### src/rtl/exe_pkg.sv
// Shared definitions for the execute path: FSM states and default widths/depth
// used by the command queue and the execute unit.
package exe_pkg;

    typedef enum logic [1:0] {
        S_EMPTY   = 2'd0,
        S_ACTIVE  = 2'd1,
        S_STALLED = 2'd2
    } exe_state_t;

    localparam int EXE_M     = 4;
    localparam int EXE_N     = 2;
    localparam int EXE_DEPTH = 4;

endpackage

### src/rtl/exe_cmd_fifo.sv
// Command storage: register array addressed by wrapping read/write pointers.
// Occupancy tracking and full/empty protection are the caller's job.
module exe_cmd_fifo #(
    parameter int W     = 8,
    parameter int DEPTH = 4
) (
    input  logic         i_clk,
    input  logic         i_clear,
    input  logic         i_push,
    input  logic         i_pop,
    input  logic [W-1:0] i_wdata,
    output logic [W-1:0] o_rdata
);

    localparam int AW = (DEPTH > 1) ? $clog2(DEPTH) : 1;

    logic [W-1:0]  mem [DEPTH];
    logic [AW-1:0] wr_ptr;
    logic [AW-1:0] rd_ptr;

    // DEPTH is a power of two, so pointer overflow is the modulo wrap.
    always_ff @(posedge i_clk) begin
        if (i_clear) begin
            wr_ptr <= '0;
            rd_ptr <= '0;
        end else begin
            if (i_push) wr_ptr <= wr_ptr + 1'b1;
            if (i_pop)  rd_ptr <= rd_ptr + 1'b1;
        end
    end

    always_ff @(posedge i_clk) begin
        if (i_push) mem[wr_ptr] <= i_wdata;
    end

    assign o_rdata = mem[rd_ptr];

endmodule

### src/rtl/exe_cmd_queue.sv
// Command queue in front of the execute unit: buffers upstream commands and
// issues them in order through a registered output stage with a one-cycle strobe.
module exe_cmd_queue
    import exe_pkg::*;
#(
    parameter int m     = EXE_M,
    parameter int n     = EXE_N,
    parameter int DEPTH = EXE_DEPTH
) (
    input  logic                       i_clk,
    input  logic                       i_rsn,
    input  logic                       i_valid,
    input  logic [n-1:0]               i_oper,
    input  logic signed [m-1:0]        i_argA,
    input  logic signed [m-1:0]        i_argB,
    output logic                       o_ready,
    input  logic                       i_flush,
    input  logic                       i_stall,
    output logic [n-1:0]               o_oper,
    output logic signed [m-1:0]        o_argA,
    output logic signed [m-1:0]        o_argB,
    output logic                       o_issue,
    output logic [$clog2(DEPTH+1)-1:0] o_count,
    output logic                       o_full,
    output logic                       o_empty
);

    localparam int CW = $clog2(DEPTH + 1);
    localparam int W  = n + 2 * m;

    exe_state_t    state;
    logic          clear;
    logic          push;
    logic          pop;
    logic [W-1:0]  head;
    logic [CW-1:0] count_nx;

    assign o_full  = (o_count == CW'(DEPTH));
    assign o_empty = (o_count == '0);
    assign o_ready = !o_full;

    // Full blocks a push even when a pop frees a slot on the same edge.
    assign clear = i_rsn || i_flush;
    assign push  = i_valid && !o_full && !clear;
    assign pop   = !o_empty && !i_stall && !clear;

    exe_cmd_fifo #(
        .W     (W),
        .DEPTH (DEPTH)
    ) u_fifo (
        .i_clk   (i_clk),
        .i_clear (clear),
        .i_push  (push),
        .i_pop   (pop),
        .i_wdata ({i_oper, i_argA, i_argB}),
        .o_rdata (head)
    );

    always_comb begin
        count_nx = o_count;
        if (clear)
            count_nx = '0;
        else if (push && !pop)
            count_nx = o_count + 1'b1;
        else if (pop && !push)
            count_nx = o_count - 1'b1;
    end

    always_ff @(posedge i_clk) begin
        if (i_rsn) begin
            state   <= S_EMPTY;
            o_count <= '0;
            o_issue <= 1'b0;
            o_oper  <= '0;
            o_argA  <= '0;
            o_argB  <= '0;
        end else begin
            o_count <= count_nx;
            o_issue <= pop;
            if (pop)
                {o_oper, o_argA, o_argB} <= head;

            // Empty is decided from the next count so state tracks o_count exactly.
            if (count_nx == '0) begin
                state <= S_EMPTY;
            end else begin
                case (state)
                    S_EMPTY:   if (push)     state <= S_ACTIVE;
                    S_ACTIVE:  if (i_stall)  state <= S_STALLED;
                    S_STALLED: if (!i_stall) state <= S_ACTIVE;
                    default:                 state <= S_EMPTY;
                endcase
            end
        end
    end

endmodule

### config.mk
export PLATFORM = sky130hd
export DESIGN_NAME = exe_cmd_queue
export DESIGN_NICKNAME = d
export VERILOG_FILES = /design/src/rtl/exe_pkg.sv /design/src/rtl/exe_cmd_fifo.sv /design/src/rtl/exe_cmd_queue.sv
export SDC_FILE = /design/constraint.sdc
export NUM_CORES = 1
export LEC_CHECK = 0
export ABC_AREA = 1
export CORE_ASPECT_RATIO = 1.75
export CORE_UTILIZATION = 55
export CTS_CLUSTER_SIZE = 8
export DETAILED_ROUTE_END_ITERATION = 7
export PLACE_DENSITY = 0.79
export REMOVE_ABC_BUFFERS = 1
export SYNTH_ARGS = -nofsm -noshare
export SYNTH_HDL_FRONTEND = slang
export SYNTH_SLANG_ARGS = --single-unit
### constraint.sdc
create_clock -name i_clk -period 3.05 [get_ports i_clk]
set_clock_uncertainty 0.2 [all_clocks]
set_input_delay 0.305 -clock i_clk [delete_from_list [all_inputs] [get_ports i_clk]]
set_output_delay 0.305 -clock i_clk [all_outputs]
set_load 0.05 [all_outputs]
## After elaboration in Yosys (flattened, before gate mapping)

Memory sizes are Yosys's and may differ from the RTL's. A register that Yosys moved wholly into a read port is not among the register bits.
Index checks and enable logic that the tools add are counted.

| storage, ports and cells | value |
|---|---|
| memories kept | 1 |
| memory bits (writable) | 40 |
| output and inout bits | 17 |
| bits in read-only memories | 0 |
| input port bits | 15 |
| logic and storage cells | 30 |
| register bits after elaboration | 8 |
| latch bits | 0 |

| cells by class | value |
|---|---|
| multipliers | 0 |
| divide/modulo/power cells | 0 |
| bitwise logic cells | 0 |
| shifts and indexed selects | 0 |
| reductions and logical operators | 16 |
| multiplexer cells | 4 |
| equality and inequality tests | 1 |
| magnitude comparators | 0 |
| add/subtract/negate cells | 4 |

Memories:

| name | words | bits a word | rd ports | clocked after memory_dff | wr ports | RTL line | text |
|---|---|---|---|---|---|---|---|
| u_fifo.mem | 4 | 10 | 1 | 1 | 1 | exe_cmd_fifo.sv:17 | `logic [W-1:0] mem [DEPTH];` |

Operators by type and width:

| cell | count |
|---|---|
| 1-bit logical AND | 6 |
| 1-bit logical NOT | 6 |
| 3-bit 2-to-1 mux | 2 |
| 2-bit by 1-bit adder with 2-bit output, second input constant | 2 |
| 3-bit by 1-bit adder with 3-bit output, second input constant | 1 |
| 3-bit equality test, second input constant | 1 |
| 3-bit logical NOT | 1 |
| 3-bit by 1-bit subtractor with 3-bit output, second input constant | 1 |
| 1-bit 2-to-1 mux | 2 |
| 2-bit nonzero test | 1 |
| 2-bit OR reduction | 1 |
| 1-bit logical OR | 1 |

## Depth between registers and ports, before layout

Gate-level depths: netlist of the first run.

| logic depth | value |
|---|---|
| word-level depth | 8 |
| gate-level depth with buffers | 13 |
| gate-level depth less buffers | 13 |

## By module

From an unflattened synthesis of the first run, not the netlist that was laid out.

| unflattened totals | value |
|---|---|
| cell total of the unflattened synthesis | 295 |
| area, all modules | 2697.6 µm² |

By module, submodules not included:

| module | sequential area each (µm²) | times used | area each (µm²) | cells an instance |
|---|---|---|---|---|
| exe_cmd_fifo | 1321.3 | 1 | 1965.6 | 194 |
| exe_cmd_queue | 280.3 | 1 | 732.0 | 101 |

## Worst setup path before layout of the first run

OpenSTA, ideal clock, no wires.

| timing path | value |
|---|---|
| path type | register to register |
| start point | register o_count[0] |
| end point | register o_count[2] |
| stages on the path, launching flop included | 14 |
| clock period less this slack | 2785 ps |
| arrival | 2472 ps |
| path slack | 265 ps |
| buffers on the path | 0 |
| library setup time | 113 ps |
| cells stage by stage | dfxtp_1 > nor2_2 > nand2_1 > nand3_1 > inv_1 > ha_1 > inv_1 > fa_1 > inv_1 > nand2_1 > nand3_1 > nand2_1 > nand2_1 > nor2_1 |

| on the way | value |
|---|---|
| word-level cells in the longest chain between the ends | 7 |
| elaborated cells on any way between the ends | 17 |
| those cells by class | add/sub (2); eq/ne (1); mux (2); reduce/logical (12) |

RTL lines:

| item | RTL line | text |
|---|---|---|
| start: declaration | exe_cmd_queue.sv:23 | `output logic [$clog2(DEPTH+1)-1:0] o_count,` |
| start signal: assignment | exe_cmd_queue.sv:78 | `o_count <= count_nx;` |
| 3-bit equality test * | exe_cmd_queue.sv:38 | `assign o_full = (o_count == CW'(DEPTH));` |
| 1-bit logical NOT * | - |  |
| net o_ready | exe_cmd_queue.sv:16 | `output logic o_ready,` |
| 1-bit logical AND * (2 in series) | exe_cmd_queue.sv:44 | `assign push = i_valid && !o_full && !clear;` |
| net push | exe_cmd_queue.sv:33 | `logic push;` |
| 1-bit logical NOT | exe_cmd_queue.sv:65 | `else if (pop && !push)` |
| 1-bit logical AND | exe_cmd_queue.sv:65 |  |
| 2-bit nonzero test (no source line) | - |  |

The timed path passes the listed nets; every way through them passes the cells marked *. The select of a mux whose other input is x is not followed.
A chain may end at the register's enable or synchronous reset.

## Final worst setup path of the first run

| timing path | value |
|---|---|
| start point | register o_count[0] |
| end point | output port o_full |

| on the way | value |
|---|---|
| word-level cells in the longest chain between the ends | 1 |

RTL lines:

| item | RTL line | text |
|---|---|---|
| 3-bit equality test | exe_cmd_queue.sv:38 |  |
| end: declaration | exe_cmd_queue.sv:24 | `output logic o_full,` |

Every way passes these cells.

==> results of run 1 <==
## cell type report
cell class | instances | share of cell area
well taps | 51 | 0.0205
flip-flops and latches | 58 | 0.502
inverters | 69 | 0.0833
clock inverters | 3 | 0.00483
clock buffers | 13 | 0.0479
multi-input cells | 154 | 0.224
repair buffers | 38 | 0.117
## worst max-delay path, stage by stage (launching register included)
cell and delay, ns:
dfxtp_1 0.36, nor2_2 0.16, nand2_1 0.15, inv_1 0.08
clkdlybuf4s50_1 0.79
## per-stage QoR
step | area (um^2) | total power [W]
2_1_floorplan | 2520 | 0.000929
3_3_place_gp | 2940 | 0.000973
3_5_place_dp | 2940 | 0.000976
4_1_cts | 3110 | 0.00155
5_1_grt | 3110 | 0.00159
6_report | 3110 | 0.00154
## per-layer routing
layer	wire [um]	part of all wire	global-route usage
met5	0	0	0
met4	85	0.018	0.127
met3	238	0.051	0.0558
met2	2570	0.55	0.376
met1	1750	0.38	0.227
## layout by cell type (no fill, tap or decap), types with 5 or more instances in the layout
master	Yosys	routed
buf_4	2	7
clkbuf_8	0	10
clkdlybuf4s50_1	0	31
dfxtp_1	18	18
edfxtp_1	40	40
ha_1	5	5
inv_1	67	67
nand2_1	85	85
nand3_1	25	25
nor2_1	28	28
## power breakdown
part           switching [W]  leakage, nW  internal [W]
Sequential        0.00000466        0.507      0.000851
Clock               0.000270       0.0872      0.000313
Combinational      0.0000637        0.850     0.0000412
## Yosys cell counts, drive strengths merged
cell / n
clkinv: 1
nand2: 86
buf: 7
ha: 5
a21oi: 3
inv: 68
nor2: 31
xor2: 1
clkbuf: 1
nand4: 1
edfxtp: 40
dfxtp: 18
fa: 1
nand3: 26
## worst max-delay path by stage
stage	from	end	slack, ns	depth (start not counted)
3_5_place_dp	i_rsn	o_count[2]	0.56	13
4_1_cts	o_count[0]	o_full	0.63	4
6_report	o_count[0]	o_full	0.67	4
5_1_grt	o_count[0]	o_full	0.55	4
3_3_place_gp	i_rsn	o_count[2]	0.62	13
2_1_floorplan	o_count[0]	o_count[2]	0.26	13
## registers in the layout, summed over array words and instances, names as in the netlist
signal	flops
u_fifo.mem	40
o_argA	4
o_argB	4
o_count	3
o_oper	2
u_fifo.rd_ptr	2
u_fifo.wr_ptr	2
o_issue	1
## cell families after synthesis
logic type,after synthesis
DFF,58
xor gates and xnor gates,1
adders and majority gates,6
and+or+nand+nor,144
AOI/OAI and AO/OA,3
buffers and inverters,77
==> out/qor.txt, run 1 <==
largest family of logic cells by synthesized area - simple AND/OR/NAND/NOR gates
layout cells sized above 1 - 0.0776
fillcell total - 314
via count - 1868
synthesized area - 2570 um^2
total gr overflow - 0
Post-CTS Hold Buffers - 0
Ports - 32
clock tree buffer depth - 2
Vias/cell - 4.84
Die Width - 53.7 um
setup tns final - 0 ns
reg-to-reg setup timing slack - 0.80 ns
nets@finish - 351
vias in the first global route - 1661
clk_lat worst skew - 0.32 ns
largest net degree at the start of global routing - 23
endpoints failing hold - 0
GRT Total Usage - 0.219
WL/cell - 12.1 um
P per Cell Area - 497 nW/um^2
Die Area - 4970 um^2
CTS H-tree lvls - 3
post-cts sizing count - 0
DP Cell Count - 370
Starting DRT DRC Count - 47
post-synthesis simple-gate area fraction - 0.229
Worst Setup End Kind - output pin
data required time of the worst path - 2.54 ns
RSZ-0062 raised after global routing - false
XOR/XNOR Fraction of Synth Area - 0.00340
Die Y - 92.5 um
RR Endpoint - o_count[2]
CP Max Fanout - 6
Yosys top cell by area - edfxtp_1
CTS root buf - clkbuf_8
CTS Sinks - 58
routed wire length - 4650 um
CTS tree - built
Synth area leaders - edfxtp_1, dfxtp_1, nand2_1
outcome - finished, final reports clean
Post-Synthesis Cells - 289
Synthesis Warnings - 0
worst vdd ir - 455 uV
setup bufs post-CTS - 0
number of remaining DRC errors - 0
First-pass DRT Iterations - 4
# port buffers - 31
Least-Margin Pin Slew - 0.514 ns
antenna viol nets, final - 0
critical hold path startpoint - u_fifo.wr_ptr[1]
Site Rows - 32
area of the multi-input gates - 697 um^2
Reg2Reg Launch Point - o_count[0]
final setup fails - 0
Max Cap Viol - 0
Avg Cell Area, Syn - 8.91 um^2
Hold Path Depth - 2
Critical Path Source Type - register
Max-slew headroom - 0.656
dpl ws - 0.559 ns
Netlist cell types - 20
setup ws final - 0.668 ns
Inserted Clock Buffers - 9
WHS - 0.298 ns
proportion of synthesized area in mux cells - 0
CTS clk-pin slew, worst paths - 0.06 ns
final std cells w/o fill - 386
area delta synth->final - 20.8%
CORE AREA - 4440 um^2
arrival time worst endpoint - 1.88 ns
leak pwr - 1.44 nW
top-area cell type share of the netlist area - 0.467
GP Congestion - 0.709
FMAX - 0.420 GHz
Initial Utilization - 0.579
Compound-Gate Fraction of Synth Area - 0.00583
Reg area - 1560 um^2
sequential area share after synthesis - 0.607
first-pass GRT wire length - 7370 um
Slew Viols, Final - 0
critical path type - register to output pin
flops & latches, synth - 58
crit share post-route - 0.781
Worst Hold End - u_fifo.wr_ptr[1]
hold crit path type - register to register
detailed placement HPWL - 3010 um
Synth Area in Adders - 0.0321
initial antenna violation count - 0
# diodes - 0
depth of the most critical reg-to-reg path - 13
fin crit period - 2.38 ns
post-layout util - 0.699
No activity file was read; power rests on OpenSTA's default activity.
==> run 2: changes to the inputs <==
Clock period 3.05 ns to 2.2 ns, I/O delays scaled along.
==> run 2 against run 1 <==
Effect of this change: cell count increased by 1.6%; combinational power increased by 41%; sequential cell count unchanged; first-iteration DRC count increased by 2.1%; via count decreased by 1.0%; largest cell class unchanged; largest power group unchanged.
==> out/qor.txt, run 2 (same netlist as run 1, synthesis figures left out) <==
Slew Viols, Final - 0 (unchanged)
leak pwr - 1.50 nW (+3.7%)
nets@finish - 357 (+1.7%)
endpoints failing hold - 0 (unchanged)
number of remaining DRC errors - 0 (unchanged)
data required time of the worst path - 1.78 ns (-0.76 ns)
reg-to-reg setup timing slack - 0.21 ns (-0.59 ns)
setup ws final - 0.201 ns (-0.467 ns)
Worst Hold End - u_fifo.wr_ptr[0]
hold crit path type - register to register
Inserted Clock Buffers - 9 (unchanged)
# port buffers - 31 (unchanged)
DP Area - 2980 um^2 (+1.3%)
CP Max Fanout - 4 (-2)
CTS H-tree lvls - 3 (unchanged)
CP Buf/Inv Count - 1 (-1)
largest net degree at the start of global routing - 22 (-4.3%)
clk_lat worst skew - 0.33 ns (about the same)
CORE AREA - 4440 um^2 (unchanged)
Net Sw Power - 0.000494 W (+46%)
Reg2Reg Launch Point - o_count[1]
Worst Setup End Kind - output pin
DP Cell Count - 376 (+1.6%)
GP Congestion - 0.727 (+2.5%)
Max-slew headroom - 0.667 (+0.0112)
CTS root buf - clkbuf_8
most frequent cells in the layout - nand2_1, inv_1, edfxtp_1
largest reg by FF count - u_fifo.mem
Ports - 32 (unchanged)
clock tree buffer depth - 2 (unchanged)
crit share post-route - 0.908
Vias/cell - 4.72 (-2.5%)
final std cells w/o fill - 392 (+1.6%)
RR Endpoint - o_count[2]
worst vdd ir - 635 uV (+40%)
outcome - finished, final reports clean
via count - 1849 (-1.0%)
CP top delay family - buffers and inverters
Hold Path Depth - 2 (unchanged)
Max Cap Viol - 0 (unchanged)
grt peak-use layer - met2
Comb pwr share - 0.062 (-0.006)
FMAX - 0.500 GHz
clock power share - 0.444 (+0.066)
setup bufs post-CTS - 0 (unchanged)
antenna viol nets, final - 0 (unchanged)
routed wire length - 4650 um (-0.11%)
Post-CTS Hold Buffers - 0 (unchanged)
total gr overflow - 0 (unchanged)
Least-Margin Pin Slew - 0.497 ns (-0.0168 ns)
sequential power share - 0.495 (-0.059)
sw frac - 0.206 (-0.0134)
Initial Utilization - 0.579 (unchanged)
CTS tree - built
Die Y - 92.5 um (unchanged)
# diodes - 0 (unchanged)
detailed placement HPWL - 2990 um (-0.75%)
Largest regs - u_fifo.mem x40, o_argA x4, o_argB x4
dpl ws - -0.0813 ns (-0.641 ns)
Crit-path slowest cell - clkdlybuf4s50_1
largest stage delay on the critical path - 0.84 ns (+0.05 ns)
Site Rows - 32 (unchanged)
critical path type - register to output pin
layout cells sized above 1 - 0.111 (+0.0338)
WL/cell - 11.9 um (-1.6%)
commonest non-fill, non-tap cell in the layout - nand2_1
Critical Path Source Type - register
depth of the most critical reg-to-reg path - 13 (unchanged)
GRT Total Usage - 0.219 (about the same)
Largest register FFs - 40 (unchanged)
First-pass DRT Iterations - 4 (unchanged)
Die Width - 53.7 um (unchanged)
CTS clk-pin slew, worst paths - 0.06 ns (about the same)
Starting DRT DRC Count - 48 (+2.1%)
arrival time worst endpoint - 1.58 ns (-0.30 ns)
vias in the first global route - 1690 (+1.7%)
met3 Use GR - 0.0624 (+0.00657)
initial antenna violation count - 0 (unchanged)
area delta synth->final - 24.4%
Die Area - 4970 um^2 (unchanged)
CTS Sinks - 58 (unchanged)
global-route met1 utilization - 0.232 (+0.00513)
CP Cell Sequence - clkdlybuf4s50_1
RSZ-0062 raised after global routing - false
first-pass GRT wire length - 7480 um (+1.5%)
post-cts sizing count - 0 (unchanged)
P per Cell Area - 749 nW/um^2 (+51%)
internal power - 0.00190 W (+58%)
met2 usage in global routing - 0.377 (+0.00103)
final setup fails - 0 (unchanged)
post-route cell area - 3200 um^2 (+3.0%)
critical hold path startpoint - u_fifo.wr_ptr[0]
fin crit period - 2.00 ns
run 2: cell types whose count changed in the layout (fill, tap and decap cells not counted):
cell,delta
buf_4,+9
clkdlybuf4s50_1,-3
bufinv_16,+2
clkbuf_1,-2
clkinv_2,-1
clkinvlp_4,+1
dfxtp_1,-1
dfxtp_2,+1
run 2: how the worst max path moves through the flow:
stage                     startpoint          to  slack [ns]  cells past startpoint
after CTS                 o_count[0]  o_count[0]        0.16                      1
after detailed placement       i_rsn  o_count[2]       -0.08                     13
final                     o_count[1]  o_count[1]        0.20                      1
after global routing      o_count[1]  o_count[2]        0.01                     13
after floorplan           o_count[0]  o_count[2]       -0.59                     13
after global placement         i_rsn  o_count[2]      -0.005                     13
run 2: through the flow:
step	hold WS, ns	power (W)	utilization	TNS, ns
3_5_place_dp	0.296	0.00136	0.671	-0.0813
5_1_grt	0.310	0.00248	0.720	0
4_1_cts	0.304	0.00242	0.720	0
3_3_place_gp	0.288	0.00135	0.671	-0.00507
6_report	0.301	0.00240	0.720	0
2_1_floorplan	0.119	0.00129	-	-16.62
run 2: worst reg2reg max path, cell delays in order, from the launching register on:
cell	delay, ns
dfxtp_1	0.42
nor2_2	0.07
nand2_1	0.08
nand3_1	0.09
inv_1	0.07
ha_1	0.16
inv_1	0.06
fa_1	0.38
inv_1	0.07
nand2_1	0.05
nand3_1	0.09
nand2_1	0.06
nand2_1	0.06
nor2_1	0.04
run 2: layer usage:
metal | share of wire | vias to the layer above
met5 | 0 | -
met4 | 0.011 | 0
met3 | 0.051 | 4
met2 | 0.54 | 55
met1 | 0.40 | 822
li1 | - | 968
run 2: power groups by stage:
| stage | Sequential (W) | Clock (W) | Combinational [W] |
|---|---|---|---|
| finish | 0.00119 | 0.00106 | 0.000148 |
| global route | 0.00119 | 0.00113 | 0.000163 |
| CTS | 0.00119 | 0.00109 | 0.000149 |
| detailed placement | 0.00121 | 0 | 0.000148 |
| global placement | 0.00121 | 0 | 0.000144 |
| floorplan | 0.00123 | 0 | 0.0000602 |
run 2: cell type report:
| cell class | count | area [um^2] |
|---|---|---|
| clock buffers | 11 | 141 |
| clock inverters | 5 | 77.6 |
| repair buffers | 44 | 400 |
| well taps | 51 | 63.8 |
| flip-flops and latches | 58 | 1560 |
| fillers | 333 | 1240 |
| multi-input cells | 154 | 697 |
| inverters | 69 | 259 |
==> run 3: changes to the inputs <==
Clock period 2.2 ns to 2.6 ns, I/O delays scaled along.
==> run 3 against run 2 <==
Effect of this change: worst setup slack gained 0.061 ns; largest cell class unchanged; clock power fell by 15%; cell count decreased by 1.5%; hold slack gained 0.0087 ns; global-route usage increased by 1.3 points; critical path depth is 3 higher; sequential share of layout area rose by 0.56 points; sequential power shrank 16%; design area decreased by 1.2%; non-clock buffer count decreased by 6; sequential cell count is the same; register-to-register slack improved by 0.17 ns.
==> out/qor.txt, run 3 (same netlist as run 1, synthesis figures left out) <==
outcome - finished, final reports clean
# port buffers - 31 (unchanged)
Largest register FFs - 40 (unchanged)
critical hold path startpoint - u_fifo.wr_ptr[0]
Reg2Reg Launch Point - o_count[0]
largest reg by FF count - u_fifo.mem
clock tree buffer depth - 2 (unchanged)
Slew Viols, Final - 0 (unchanged)
detailed placement HPWL - 3130 um (+4.9%)
CP Max Fanout - 6 (+2)
final setup fails - 0 (unchanged)
crit share post-route - 0.899
first-pass GRT wire length - 7760 um (+3.7%)
CTS tree - built
largest net degree at the start of global routing - 22 (unchanged)
clk_lat worst skew - 0.33 ns (about the same)
GRT Total Usage - 0.232 (+0.0131)
Die Width - 53.7 um (unchanged)
most frequent cells in the layout - nand2_1, inv_1, edfxtp_1
Max-slew headroom - 0.663 (-0.00409)
setup ws final - 0.262 ns (+0.0610 ns)
Worst Setup End Kind - output pin
P per Cell Area - 642 nW/um^2 (-14%)
routed wire length - 4710 um (+1.4%)
number of remaining DRC errors - 0 (unchanged)
total gr overflow - 0 (unchanged)
Largest regs - u_fifo.mem x40, o_argA x4, o_argB x4
critical path type - register to output pin
fin crit period - 2.34 ns
arrival time worst endpoint - 1.88 ns (+0.30 ns)
antenna viol nets, final - 0 (unchanged)
post-cts sizing count - 0 (unchanged)
dpl ws - 0.179 ns (+0.261 ns)
Ports - 32 (unchanged)
setup tns final - 0 ns (unchanged)
RSZ-0062 raised after global routing - false
CTS Sinks - 58 (unchanged)
Initial Utilization - 0.579 (unchanged)
data required time of the worst path - 2.14 ns (+0.36 ns)
Starting DRT DRC Count - 59 (+23%)
CORE AREA - 4440 um^2 (unchanged)
initial antenna violation count - 0 (unchanged)
layout cells sized above 1 - 0.0836 (-0.0279)
post-layout util - 0.712 (-0.00873)
Hold Path Depth - 2 (unchanged)
worst vdd ir - 513 uV (-19%)
CTS root buf - clkbuf_8
First-pass DRT Iterations - 4 (unchanged)
CTS clk-pin slew, worst paths - 0.06 ns (about the same)
CP Cell Sequence - nor2_2 > nand2_1 > inv_1 > clkdlybuf4s50_1
largest stage delay on the critical path - 0.80 ns (-0.04 ns)
# diodes - 0 (unchanged)
Max Cap Viol - 0 (unchanged)
via count - 1860 (+0.59%)
FMAX - 0.428 GHz
Post-CTS Hold Buffers - 0 (unchanged)
WL/cell - 12.2 um (+3.0%)
Die Y - 92.5 um (unchanged)
commonest non-fill, non-tap cell in the layout - nand2_1
area delta synth->final - 22.9%
DP Cell Count - 370 (-1.6%)
Die Area - 4970 um^2 (unchanged)
nets@finish - 351 (-1.7%)
depth of the most critical reg-to-reg path - 13 (unchanged)
leak pwr - 1.47 nW (-2.1%)
Critical Path Source Type - register
setup bufs post-CTS - 0 (unchanged)
Crit-path slowest cell - clkdlybuf4s50_1
Least-Margin Pin Slew - 0.503 ns (+0.00611 ns)
reg-to-reg setup timing slack - 0.38 ns (+0.17 ns)
Site Rows - 32 (unchanged)
Inserted Clock Buffers - 9 (unchanged)
Vias/cell - 4.82 (+2.2%)
hold crit path type - register to register
Worst Hold End - u_fifo.wr_ptr[0]
endpoints failing hold - 0 (unchanged)
final std cells w/o fill - 386 (-1.5%)
CTS H-tree lvls - 3 (unchanged)
vias in the first global route - 1639 (-3.0%)
RR Endpoint - o_count[2]
GP Congestion - 0.749 (+3.0%)
## run 3: worst max-delay path by stage
stage,endpoint,startpoint,slack (ns),cells after the start
2_1_floorplan,o_count[2],o_count[0],-0.19,13
3_3_place_gp,o_count[2],i_rsn,0.24,13
3_5_place_dp,o_count[2],i_rsn,0.18,13
4_1_cts,o_full,o_count[0],0.23,4
5_1_grt,o_full,o_count[0],0.13,4
6_report,o_full,o_count[0],0.26,4
## run 3: stage by stage
stage               instance area, um^2  power (W)  hold slack (ns)
detailed placement                 2940    0.00114            0.302
global placement                   2940    0.00114            0.296
CTS                                3160    0.00204            0.314
global route                       3160    0.00210            0.336
floorplan                          2520    0.00109            0.159
finish                             3160    0.00203            0.309
## run 3: critical path: cells and delay by family (launching register included)
family                 cells  cell delay, ns
buffers and inverters      2            0.88
flip-flops                 1            0.37
AND/OR/NAND/NOR            2            0.31
## run 3: layout make-up
class / count / area, um^2
multi-input combinational: 154 / 697
clock inverter: 5 / 77.6
timing repair buffer: 38 / 363
inverter: 69 / 259
tap: 51 / 63.8
fill: 321 / 1280
sequential: 58 / 1560
clock buffer: 11 / 141
## run 3: power breakdown
group	total, W	switching, W	internal, W
Sequential	0.00100	0.00000646	0.000998
Clock	0.000905	0.000343	0.000562
Combinational	0.000120	0.0000723	0.0000474
Total	0.00203	0.000422	0.00161
## run 3: routing by layer
| layer | up-vias | GRT usage | share of wire |
|---|---|---|---|
| li1 | 952 | - | - |
| met1 | 865 | 0.251 | 0.41 |
| met2 | 36 | 0.389 | 0.54 |
| met3 | 7 | 0.0640 | 0.027 |
| met4 | 0 | 0.125 | 0.025 |
| met5 | - | 0 | 0 |
